`src/rtl/uart_bus_ctrl_if.sv`:
```
// CPU bus plus uart_rx / uart_tx handshake bundle for uart_bus_ctrl.
// The controller connects through the slave modport; the driving side uses master.
interface uart_bus_ctrl_if;
  logic [1:0] bus_addr;
  logic       bus_rd;
  logic       bus_wr;
  logic [7:0] bus_wdata;
  logic [7:0] bus_rdata;
  logic [7:0] rx_data;
  logic       rx_avail;
  logic       rx_clear;
  logic [7:0] tx_data;
  logic       tx_start;
  logic       tx_busy;
  logic       irq;

  modport master (
    output bus_addr, bus_rd, bus_wr, bus_wdata, rx_data, rx_avail, tx_busy,
    input  bus_rdata, rx_clear, tx_data, tx_start, irq
  );

  modport slave (
    input  bus_addr, bus_rd, bus_wr, bus_wdata, rx_data, rx_avail, tx_busy,
    output bus_rdata, rx_clear, tx_data, tx_start, irq
  );
endinterface

```
`src/rtl/uart_bus_ctrl.sv`:
```
// Bus-side UART controller: drains uart_rx into an RX FIFO, launches uart_tx
// bytes from a holding register, and exposes DATA/STATUS/CTRL plus irq.
module uart_bus_ctrl #(
  parameter int unsigned FIFO_AW = 4
) (
  input logic          clk_bus,
  input logic          rst,
  uart_bus_ctrl_if.slave bus
);
  localparam int unsigned DEPTH = 1 << FIFO_AW;
  localparam logic [FIFO_AW:0] FULL_CNT = (FIFO_AW + 1)'(DEPTH);

  typedef enum logic [0:0] {R_IDLE, R_WAIT} rx_state_e;
  typedef enum logic [1:0] {T_IDLE, T_ACK, T_BUSY} tx_state_e;

  rx_state_e rx_state_q, rx_state_d;
  tx_state_e tx_state_q, tx_state_d;

  logic [7:0]         mem_q [DEPTH];
  logic [FIFO_AW-1:0] wr_ptr_q, wr_ptr_d, rd_ptr_q, rd_ptr_d;
  logic [FIFO_AW:0]   count_q, count_d;
  logic [7:0]         hold_q, hold_d;
  logic               hold_full_q, hold_full_d;
  logic [1:0]         ctrl_q, ctrl_d;
  logic               rx_unf_q, rx_unf_d, tx_ovr_q, tx_ovr_d;
  logic [7:0]         bus_rdata_q, bus_rdata_d;
  logic               rx_clear_q, rx_clear_d, tx_start_q, tx_start_d, irq_q, irq_d;

  logic rx_ne, rx_full, tx_rdy, push, pop, launch, tx_done;
  logic rd_data, rd_status, wr_data, wr_ctrl;
  logic [7:0] status;

  assign rx_ne     = (count_q != '0);
  assign rx_full   = (count_q == FULL_CNT);
  assign tx_rdy    = !hold_full_q && (tx_state_q == T_IDLE);
  assign status    = {3'b000, rx_unf_q, tx_ovr_q, rx_full, tx_rdy, rx_ne};
  assign rd_data   = bus.bus_rd && (bus.bus_addr == 2'd0);
  assign rd_status = bus.bus_rd && (bus.bus_addr == 2'd1);
  assign wr_data   = bus.bus_wr && (bus.bus_addr == 2'd0);
  assign wr_ctrl   = bus.bus_wr && (bus.bus_addr == 2'd2);
  assign pop       = rd_data && rx_ne;

  // State registers
  always_ff @(posedge clk_bus or posedge rst) begin
    if (rst) begin
      rx_state_q <= R_IDLE;
      tx_state_q <= T_IDLE;
    end else begin
      rx_state_q <= rx_state_d;
      tx_state_q <= tx_state_d;
    end
  end

  // Next-state logic
  always_comb begin
    rx_state_d = rx_state_q;
    unique case (rx_state_q)
      R_IDLE:  if (bus.rx_avail && !rx_full) rx_state_d = R_WAIT;
      R_WAIT:  if (!bus.rx_avail) rx_state_d = R_IDLE;
      default: rx_state_d = R_IDLE;
    endcase
  end

  always_comb begin
    tx_state_d = tx_state_q;
    unique case (tx_state_q)
      T_IDLE:  if (hold_full_q && !bus.tx_busy) tx_state_d = T_ACK;
      T_ACK:   if (bus.tx_busy) tx_state_d = T_BUSY;
      T_BUSY:  if (!bus.tx_busy) tx_state_d = T_IDLE;
      default: tx_state_d = T_IDLE;
    endcase
  end

  // FSM outputs; fullness is sampled at cycle start so a same-cycle pop never admits a push
  always_comb begin
    push    = (rx_state_q == R_IDLE) && bus.rx_avail && !rx_full;
    launch  = (tx_state_q == T_IDLE) && hold_full_q && !bus.tx_busy;
    tx_done = (tx_state_q == T_BUSY) && !bus.tx_busy;
  end

  always_comb begin
    wr_ptr_d    = push ? wr_ptr_q + 1'b1 : wr_ptr_q;
    rd_ptr_d    = pop  ? rd_ptr_q + 1'b1 : rd_ptr_q;
    count_d     = count_q;
    unique case ({push, pop})
      2'b10:   count_d = count_q + 1'b1;
      2'b01:   count_d = count_q - 1'b1;
      default: count_d = count_q;
    endcase
    hold_d      = hold_q;
    hold_full_d = hold_full_q;
    if (tx_done) hold_full_d = 1'b0;
    if (wr_data && tx_rdy) begin
      hold_d      = bus.bus_wdata;
      hold_full_d = 1'b1;
    end
    ctrl_d      = wr_ctrl ? bus.bus_wdata[1:0] : ctrl_q;
    rx_unf_d    = (rx_unf_q && !rd_status) || (rd_data && !rx_ne);
    tx_ovr_d    = (tx_ovr_q && !rd_status) || (wr_data && !tx_rdy);
    bus_rdata_d = bus_rdata_q;
    if (bus.bus_rd) begin
      unique case (bus.bus_addr)
        2'd0:    bus_rdata_d = rx_ne ? mem_q[rd_ptr_q] : '0;
        2'd1:    bus_rdata_d = status;
        2'd2:    bus_rdata_d = {6'b000000, ctrl_q};
        default: bus_rdata_d = '0;
      endcase
    end
    rx_clear_d  = push;
    tx_start_d  = launch;
    irq_d       = (rx_ne && ctrl_q[0]) || (tx_rdy && ctrl_q[1]);
  end

  always_ff @(posedge clk_bus) begin
    if (push) mem_q[wr_ptr_q] <= bus.rx_data;
  end

  always_ff @(posedge clk_bus or posedge rst) begin
    if (rst) begin
      wr_ptr_q    <= '0;
      rd_ptr_q    <= '0;
      count_q     <= '0;
      hold_q      <= '0;
      hold_full_q <= 1'b0;
      ctrl_q      <= '0;
      rx_unf_q    <= 1'b0;
      tx_ovr_q    <= 1'b0;
      bus_rdata_q <= '0;
      rx_clear_q  <= 1'b0;
      tx_start_q  <= 1'b0;
      irq_q       <= 1'b0;
    end else begin
      wr_ptr_q    <= wr_ptr_d;
      rd_ptr_q    <= rd_ptr_d;
      count_q     <= count_d;
      hold_q      <= hold_d;
      hold_full_q <= hold_full_d;
      ctrl_q      <= ctrl_d;
      rx_unf_q    <= rx_unf_d;
      tx_ovr_q    <= tx_ovr_d;
      bus_rdata_q <= bus_rdata_d;
      rx_clear_q  <= rx_clear_d;
      tx_start_q  <= tx_start_d;
      irq_q       <= irq_d;
    end
  end

  assign bus.bus_rdata = bus_rdata_q;
  assign bus.rx_clear  = rx_clear_q;
  assign bus.tx_data   = hold_q;
  assign bus.tx_start  = tx_start_q;
  assign bus.irq       = irq_q;
endmodule

```
`src/flat_wrapper.sv`:
```
// flat-port wrapper written by rule: the top's interface ports become plain ports
module uart_bus_ctrl_flat 
#(
  parameter int unsigned FIFO_AW = 4
)
  (clk_bus, rst, bus_bus_addr, bus_bus_rd, bus_bus_wr, bus_bus_wdata, bus_rx_data, bus_rx_avail, bus_tx_busy, bus_bus_rdata, bus_rx_clear, bus_tx_data, bus_tx_start, bus_irq);
  uart_bus_ctrl_if bus_i ();
  input logic clk_bus;
  input logic rst;
  input wire logic [$bits(bus_i.bus_addr)-1:0] bus_bus_addr;
  input wire logic [$bits(bus_i.bus_rd)-1:0] bus_bus_rd;
  input wire logic [$bits(bus_i.bus_wr)-1:0] bus_bus_wr;
  input wire logic [$bits(bus_i.bus_wdata)-1:0] bus_bus_wdata;
  input wire logic [$bits(bus_i.rx_data)-1:0] bus_rx_data;
  input wire logic [$bits(bus_i.rx_avail)-1:0] bus_rx_avail;
  input wire logic [$bits(bus_i.tx_busy)-1:0] bus_tx_busy;
  output wire logic [$bits(bus_i.bus_rdata)-1:0] bus_bus_rdata;
  output wire logic [$bits(bus_i.rx_clear)-1:0] bus_rx_clear;
  output wire logic [$bits(bus_i.tx_data)-1:0] bus_tx_data;
  output wire logic [$bits(bus_i.tx_start)-1:0] bus_tx_start;
  output wire logic [$bits(bus_i.irq)-1:0] bus_irq;
  assign bus_i.bus_addr = bus_bus_addr;
  assign bus_i.bus_rd = bus_bus_rd;
  assign bus_i.bus_wr = bus_bus_wr;
  assign bus_i.bus_wdata = bus_bus_wdata;
  assign bus_i.rx_data = bus_rx_data;
  assign bus_i.rx_avail = bus_rx_avail;
  assign bus_i.tx_busy = bus_tx_busy;
  assign bus_bus_rdata = bus_i.bus_rdata;
  assign bus_rx_clear = bus_i.rx_clear;
  assign bus_tx_data = bus_i.tx_data;
  assign bus_tx_start = bus_i.tx_start;
  assign bus_irq = bus_i.irq;
  uart_bus_ctrl #(.FIFO_AW(FIFO_AW)) u_core (.clk_bus(clk_bus), .rst(rst), .bus(bus_i));
endmodule
```
`config.mk`:
```
export PLATFORM = sky130hd
export DESIGN_NAME = uart_bus_ctrl_flat
export DESIGN_NICKNAME = d
export VERILOG_FILES = /design/src/rtl/uart_bus_ctrl_if.sv /design/src/rtl/uart_bus_ctrl.sv /design/src/flat_wrapper.sv
export SDC_FILE = /design/constraint.sdc
export NUM_CORES = 1
export LEC_CHECK = 0
export BUFFER_PORTS_ARGS = -buffer_cell sky130_fd_sc_hd__buf_2
export CAP_MARGIN = 20
export CORE_MARGIN = 2
export CORE_UTILIZATION = 51
export CTS_BUF_LIST = sky130_fd_sc_hd__clkbuf_4 sky130_fd_sc_hd__clkbuf_8
export DETAILED_ROUTE_END_ITERATION = 16
export PLACE_DENSITY = 0.66
export SLEW_MARGIN = 30
export SYNTH_ARGS = -nofsm -noshare
export SYNTH_HDL_FRONTEND = slang
export SYNTH_SLANG_ARGS = --single-unit
```
`constraint.sdc`:
```
create_clock -name clk_bus -period 5.5 [get_ports clk_bus]
set_input_delay 1.65 -clock clk_bus [delete_from_list [all_inputs] [get_ports clk_bus]]
set_output_delay 1.65 -clock clk_bus [all_outputs]
set_load 0.01 [all_outputs]
```
Word level (Yosys, flattened, before mapping)
Memories as Yosys holds them, arrays and structs flattened.
Index checks and enable logic that the tools add are counted.
- add/sub/neg operators: 4
- equality and inequality tests: 10
- muxes and demuxes: 14
- bitwise operators: 1
- reductions and logical operators: 35
- operators by type and width (cell ; number):
    $pmux 8 s3 ; 1
    $logic_and 1x1->1 ; 20
    $pmux 5 s2 ; 1
    $add 4x1->4 const B ; 2
    $mux 8 ; 1
    $eq 2x1->1 const B ; 3
    $eq 2x2->1 const B ; 3
    $logic_not 1->1 ; 6
    $mux 1 ; 6
    $mux 2 ; 3
    $pmux 2 s3 ; 1
    $add 5x1->5 const B ; 1
    $eq 5x5->1 const B ; 1
    $reduce_bool 5->1 ; 1
    $sub 5x1->5 const B ; 1
    $logic_not 2->1 ; 2
    $ne 2x2->1 const B ; 2
    $reduce_bool 2->1 ; 2
    $logic_or 1x1->1 ; 3
    $reduce_and 3->1 ; 1
    $ne 2x1->1 const B ; 1
    $pmux 1 s2 ; 1
    $not 1->1 ; 1
- flip-flop bits (word level): 40
- bits in writable memories: 128
- output and inout port bits: 19
- memories: 1
- memory list (memory ; depth ; width ; rd ports ; clocked after Yosys merged registers in ; write ports ; RTL line ; RTL):
    u_core.mem_q ; 16 ; 8 ; 1 ; 0 ; 1 ; uart_bus_ctrl.sv:19 ; logic [7:0] mem_q [DEPTH];

Logic depth before layout (Yosys ltp)
- depth after elaboration: 5
- mapped depth: 13
- depth with buffers taken out: 10

Worst setup path before layout
OpenSTA, ideal clock, no wires.
- path type: input port to flip-flop
- start: in bus_bus_addr[1]
- end: reg u_core.count_q[4]
- arrival time: 3622 ps
- setup slack: 1754 ps
- stages on the path: 12
- path through: buf_4 nor3b_2 o21ai_2 inv_2 ha_1 clkbuf_1 xor2_1 ha_1 o21a_1 o21ai_0 a32oi_1 xnor2_1
- longest elaborated chain between the ends: 5
- elaborated cells between the ends (all ways): 7
- classes of those cells: 2 x eq/ne; 1 x mux; 4 x reduce/logical
- RTL lines (element ; RTL line ; RTL):
    from (decl) ; flat_wrapper.sv:10 ; input wire logic [$bits(bus_i.bus_addr)-1:0] bus_bus_addr;
    $logic_not 2->1 * ; uart_bus_ctrl.sv:37 ; assign rd_data = bus.bus_rd && (bus.bus_addr == 2'd0);
    $logic_and 1x1->1 * ; uart_bus_ctrl.sv:37 ;
    $logic_and 1x1->1 * ; uart_bus_ctrl.sv:41 ; assign pop = rd_data && rx_ne;
    named net u_core.pop ; uart_bus_ctrl.sv:29 ; logic rx_ne, rx_full, tx_rdy, push, pop, launch, tx_done;
    $eq 2x1->1 or $eq 2x2->1 (tied branches) ; uart_bus_ctrl.sv:85 ; unique case ({push, pop})
    $pmux 5 s2 or $reduce_bool 2->1 (tied branches) ; -- ;
    to (signal assigned) ; uart_bus_ctrl.sv:135 ; count_q <= count_d;
    to (decl) ; uart_bus_ctrl.sv:21 ; logic [FIFO_AW:0] count_q, count_d;
Mark *: on every way through the listed nets, which the timed path passes. The rest lies on a longest branch.
A chain may end at the register's enable or synchronous reset.

Worst setup path in the final report
- start: in bus_rx_avail
- end: reg u_core.count_q[4]
- longest elaborated chain between the ends: 4
- elaborated cells between the ends (all ways): 6
- classes of those cells: 2 x eq/ne; 1 x mux; 3 x reduce/logical
- RTL lines (element ; RTL line ; RTL):
    from (decl) ; flat_wrapper.sv:15 ; input wire logic [$bits(bus_i.rx_avail)-1:0] bus_rx_avail;
    $logic_and 1x1->1 * (2 in series) ; uart_bus_ctrl.sv:76 ; push = (rx_state_q == R_IDLE) && bus.rx_avail && !rx_full;
    $eq 2x1->1 or $eq 2x2->1 (tied branches) ; uart_bus_ctrl.sv:85 ;
    $pmux 5 s2 or $reduce_bool 2->1 (tied branches) ; -- ;
Mark *: on every way between the ends. The rest lies on a longest branch, timed or not.

==> results.sh <==
export IMPL_worstPathArrival_ps=3990
export IMPL_row_count=42
export IMPL_grt_pass1_vias=3702
export IMPL_post_drt_antenna_nets=0
export IMPL_slew_limit_headroom=0.434
export IMPL_postSynthAreaPerCell_um2=17.5
export IMPL_grt_antenna_before_repair=0
export IMPL_cts_resized=0
export IMPL_setup_worst_path_end_class="flip-flop"
export IMPL_tritoncts="done"
export IMPL_power_switching_uw=1010
export IMPL_yosys_warnings=0
export IMPL_cts_post_setup_buffers_inserted=0
export IMPL_global_route_usage_total=0.197
export IMPL_cts_made_buffers=17
export IMPL_pin_count_of_the_biggest_net_entering_global_routing=41
export IMPL_p_sw_frac=0.297
export IMPL_internal_power_uw=2400
export IMPL_seq_power_share=0.484
export IMPL_gp_routability_congestion=0.786
export IMPL_number_of_flops_mapped_to_enable_cells_by_yosys=128
export IMPL_clock_root_buffer="sky130_fd_sc_hd__clkbuf_8"
export IMPL_worst_hold_path_num_cells=1
export IMPL_synthesis_nets=428
export IMPL_synth_top_cell_by_area="sky130_fd_sc_hd__edfxtp_1"
export IMPL_ys_flop_type="sky130_fd_sc_hd__edfxtp_1"
export IMPL_filler_cell_count=1051
export IMPL_drive_gt1_frac=0.287
export IMPL_setup_slack_ps=1850
export IMPL_clockPowerShare=0.267
export IMPL_design_die_area_mm2=0.0145
export IMPL_max_freq_ghz=0.274
export IMPL_holdCritStartpoint="u_core.rx_state_q"
export IMPL_leading_post_synthesis_cells_by_instance_count="sky130_fd_sc_hd__edfxtp_1 (128), sky130_fd_sc_hd__dfrtp_1 (40), sky130_fd_sc_hd__mux4_2 (30), sky130_fd_sc_hd__nand2_1 (18), sky130_fd_sc_hd__mux2i_1 (16)"
export IMPL_cap_viol_max_count=0
export IMPL_io_buffer_count=42
export IMPL_floorplan_initialDensity=0.523
export IMPL_nNetsFinal=473
export IMPL_drt_pre_antenna_iters=4
export IMPL_reg2reg_slack_ps=2330
export IMPL_ys_ff_latch=168
export IMPL_clock_skew_ps=9.87
export IMPL_antenna_diode_count=0
export IMPL_grt_overflow=0
export IMPL_instances_no_fill=629
export IMPL_numClockSinks=168
export IMPL_synth_yosys_seq_area_share=0.700
export IMPL_finalCriticalPeriod_ps=3650
export IMPL_yosysTopAreaCellShare=0.555
export IMPL_async_reset_ff_frac=0.238
export IMPL_report_final_setup_viol=0
export IMPL_clock_tree_htree_level_count=4
export IMPL_die_width_um=121
export IMPL_peakVddDrop_mv=0.198
export IMPL_fin_util=0.580
export IMPL_post_place_ws_ps=1410
export IMPL_detailedRoute_firstIterationViolations=232
export IMPL_critical_path_required_ps=5840
export IMPL_dpl_hpwl_um=8420
export IMPL_die_h_um=121
export IMPL_finalHoldViolCount=0
export IMPL_wl_per_cell_um=20.6
export IMPL_timing_reg2reg_worst_path_depth=10
export IMPL_clkSlewWorstSetupHoldPaths_ps=80
export IMPL_worst_hold_path_endpoint="u_core.rx_state_q"
export IMPL_critPathLaunchType="input port"
export IMPL_cells_taking_the_most_area_after_synthesis="sky130_fd_sc_hd__edfxtp_1 (56%), sky130_fd_sc_hd__dfrtp_1 (14%), sky130_fd_sc_hd__mux4_2 (9.8%), sky130_fd_sc_hd__mux2i_1 (2.3%), sky130_fd_sc_hd__mux2_2 (1.8%)"
export IMPL_drt_wl_total_um=13000
export IMPL_timing_worst_slew_pin_value_ps=846
export IMPL_yosys_cell_count_top_type="sky130_fd_sc_hd__edfxtp_1"
export IMPL_drc=0
export IMPL_placed_cells=597
export IMPL_hold_path_class="reg -> reg"
export IMPL_rsz0062_at_grt="no"
export IMPL_slew_viol_final=0
export IMPL_cp_max_fo=11
export IMPL_cts_path_max_buffers=2
export IMPL_r2r_start="u_core.count_q[1]"
export IMPL_cts_hold_buffers=0
export IMPL_totalNegativeSetupSlack_ps=0
export IMPL_routed_via_density=5.73
export IMPL_path_class="in -> reg"
export IMPL_synth_distinct_cells=56
export IMPL_grt_first_pass_wirelength_um=20700
export IMPL_power_per_cell_area_mw_per_mm2=445
export IMPL_flow_area_growth_from_synthesis_pct=10.9
export IMPL_netlist_area_mm2=0.00693
export IMPL_run_status="finished clean"
export IMPL_leakagePower_uw=0.00277
export IMPL_crit_reg2reg_capture="u_core.count_q[4]"
export IMPL_pin_count=43
export IMPL_multiInputGateArea_mm2=0.00190
export IMPL_floorplan_core_area_mm2=0.0132
export IMPL_power_combinational_fraction=0.249
export IMPL_clk_insertion_delay_late_ps=470
export IMPL_seq_area_mm2=0.00485
export IMPL_via_count=3602
export IMPL_netlist_instances=395
export IMPL_final_period_utilization=0.664
==> flip-flops by register name, indices dropped and copies added, names as in the netlist <==
name,count
u_core.bus.rx_clear,1
u_core.bus.irq,1
u_core.bus.tx_start,1
u_core.count_q,5
u_core.bus.tx_data,8
u_core.rd_ptr_q,4
u_core.wr_ptr_q,4
u_core.hold_full_q,1
u_core.bus.bus_rdata,8
u_core.rx_unf_q,1
u_core.tx_state_q,2
u_core.mem_q,128
u_core.tx_ovr_q,1
u_core.ctrl_q,2
u_core.rx_state_q,1
==> power by group through the flow <==
stage	logic (uW)	clock network [uW]	registers (uW)
detailed placement	867	0	1680
floorplan	673	0	1650
CTS	868	927	1650
global placement	850	0	1670
global route	943	981	1670
finish	851	911	1650
==> layout make-up <==
class                   instances  share of cell area
clock buffers                  19              0.0324
flip-flops and latches        168               0.631
clock inverters                13              0.0220
well taps                     176              0.0287
repair buffers                 45              0.0303
multi-input cells             193               0.248
inverters                      15             0.00750
==> routing by layer <==
| layer | routed length [um] | track usage |
|---|---|---|
| met4 | 236 | 0.0727 |
| met3 | 858 | 0.0528 |
| met2 | 6430 | 0.317 |
| met5 | 0 | 0 |
| met1 | 5430 | 0.261 |
==> worst max-delay path by stage <==
stage | startpoint | end | slack [ps]
5_1_grt | bus_rx_avail | u_core.count_q[4] | 1680
3_5_place_dp | bus_rx_avail | u_core.count_q[4] | 1410
4_1_cts | bus_rx_avail | u_core.count_q[4] | 1890
6_report | bus_rx_avail | u_core.count_q[4] | 1850
2_1_floorplan | bus_bus_addr[1] | u_core.count_q[4] | 1750
3_3_place_gp | bus_rx_avail | u_core.count_q[4] | 1510
==> layout by cell type, fill, tap and decap left out, types with 2 or more instances in the layout <==
cell type,n
sky130_fd_sc_hd__o21a_1,2
sky130_fd_sc_hd__bufinv_16,3
sky130_fd_sc_hd__nor3b_1,2
sky130_fd_sc_hd__dfrtp_1,39
sky130_fd_sc_hd__clkbuf_8,17
sky130_fd_sc_hd__nand3b_1,2
sky130_fd_sc_hd__o22ai_1,2
sky130_fd_sc_hd__clkbuf_4,2
sky130_fd_sc_hd__a21boi_0,2
sky130_fd_sc_hd__edfxtp_1,128
sky130_fd_sc_hd__xnor2_1,7
sky130_fd_sc_hd__and3b_1,2
sky130_fd_sc_hd__mux2_2,11
sky130_fd_sc_hd__mux4_2,30
sky130_fd_sc_hd__o221ai_1,4
sky130_fd_sc_hd__nor2_1,13
sky130_fd_sc_hd__nand2b_1,4
sky130_fd_sc_hd__nor2b_1,2
sky130_fd_sc_hd__nand3_1,3
sky130_fd_sc_hd__mux2i_1,16
sky130_fd_sc_hd__a31oi_1,5
sky130_fd_sc_hd__buf_4,3
sky130_fd_sc_hd__xor2_1,4
sky130_fd_sc_hd__clkinvlp_4,3
sky130_fd_sc_hd__a211o_1,2
sky130_fd_sc_hd__inv_1,13
sky130_fd_sc_hd__buf_2,42
sky130_fd_sc_hd__inv_6,3
sky130_fd_sc_hd__nand2_1,18
sky130_fd_sc_hd__ha_1,9
sky130_fd_sc_hd__a21oi_1,4
sky130_fd_sc_hd__clkinv_4,3
sky130_fd_sc_hd__o21ai_0,10
sky130_fd_sc_hd__and2_1,12
sky130_fd_sc_hd__and3_1,2
sky130_fd_sc_hd__nand4_1,2
sky130_fd_sc_hd__a2bb2oi_1,2
==> logic make-up after synthesis <==
group | count (synthesis) | share of synthesized area
AO/OA/AOI/OAI | 46 | 0.0495
XOR/XNOR | 11 | 0.0139
adder cells (fa/ha/maj) | 9 | 0.0163
buffers and inverters | 34 | 0.0257
flip-flops | 168 | 0.700
multiplexers | 57 | 0.139
AND/OR/NAND/NOR | 70 | 0.0565
==> critical path, cell delays in order <==
cell and delay (ps):
sky130_fd_sc_hd__buf_2 90, sky130_fd_sc_hd__nand2b_1 60, sky130_fd_sc_hd__a21oi_1 650, sky130_fd_sc_hd__inv_1 150, sky130_fd_sc_hd__ha_1 340, sky130_fd_sc_hd__xor2_1 190
sky130_fd_sc_hd__ha_1 250, sky130_fd_sc_hd__o21a_1 190, sky130_fd_sc_hd__o21ai_0 150, sky130_fd_sc_hd__a32oi_1 140, sky130_fd_sc_hd__xnor2_1 140
==> per-stage QoR <==
stage / cell area, um2 / total power, uW / hold WS (ps)
2_1_floorplan: 6930 / 2320 / 455
3_3_place_gp: 7260 / 2520 / 470
3_5_place_dp: 7260 / 2540 / 475
4_1_cts: 7680 / 3440 / 496
5_1_grt: 7680 / 3600 / 511
6_report: 7680 / 3410 / 492
No activity file was read; power rests on OpenSTA's default activity.
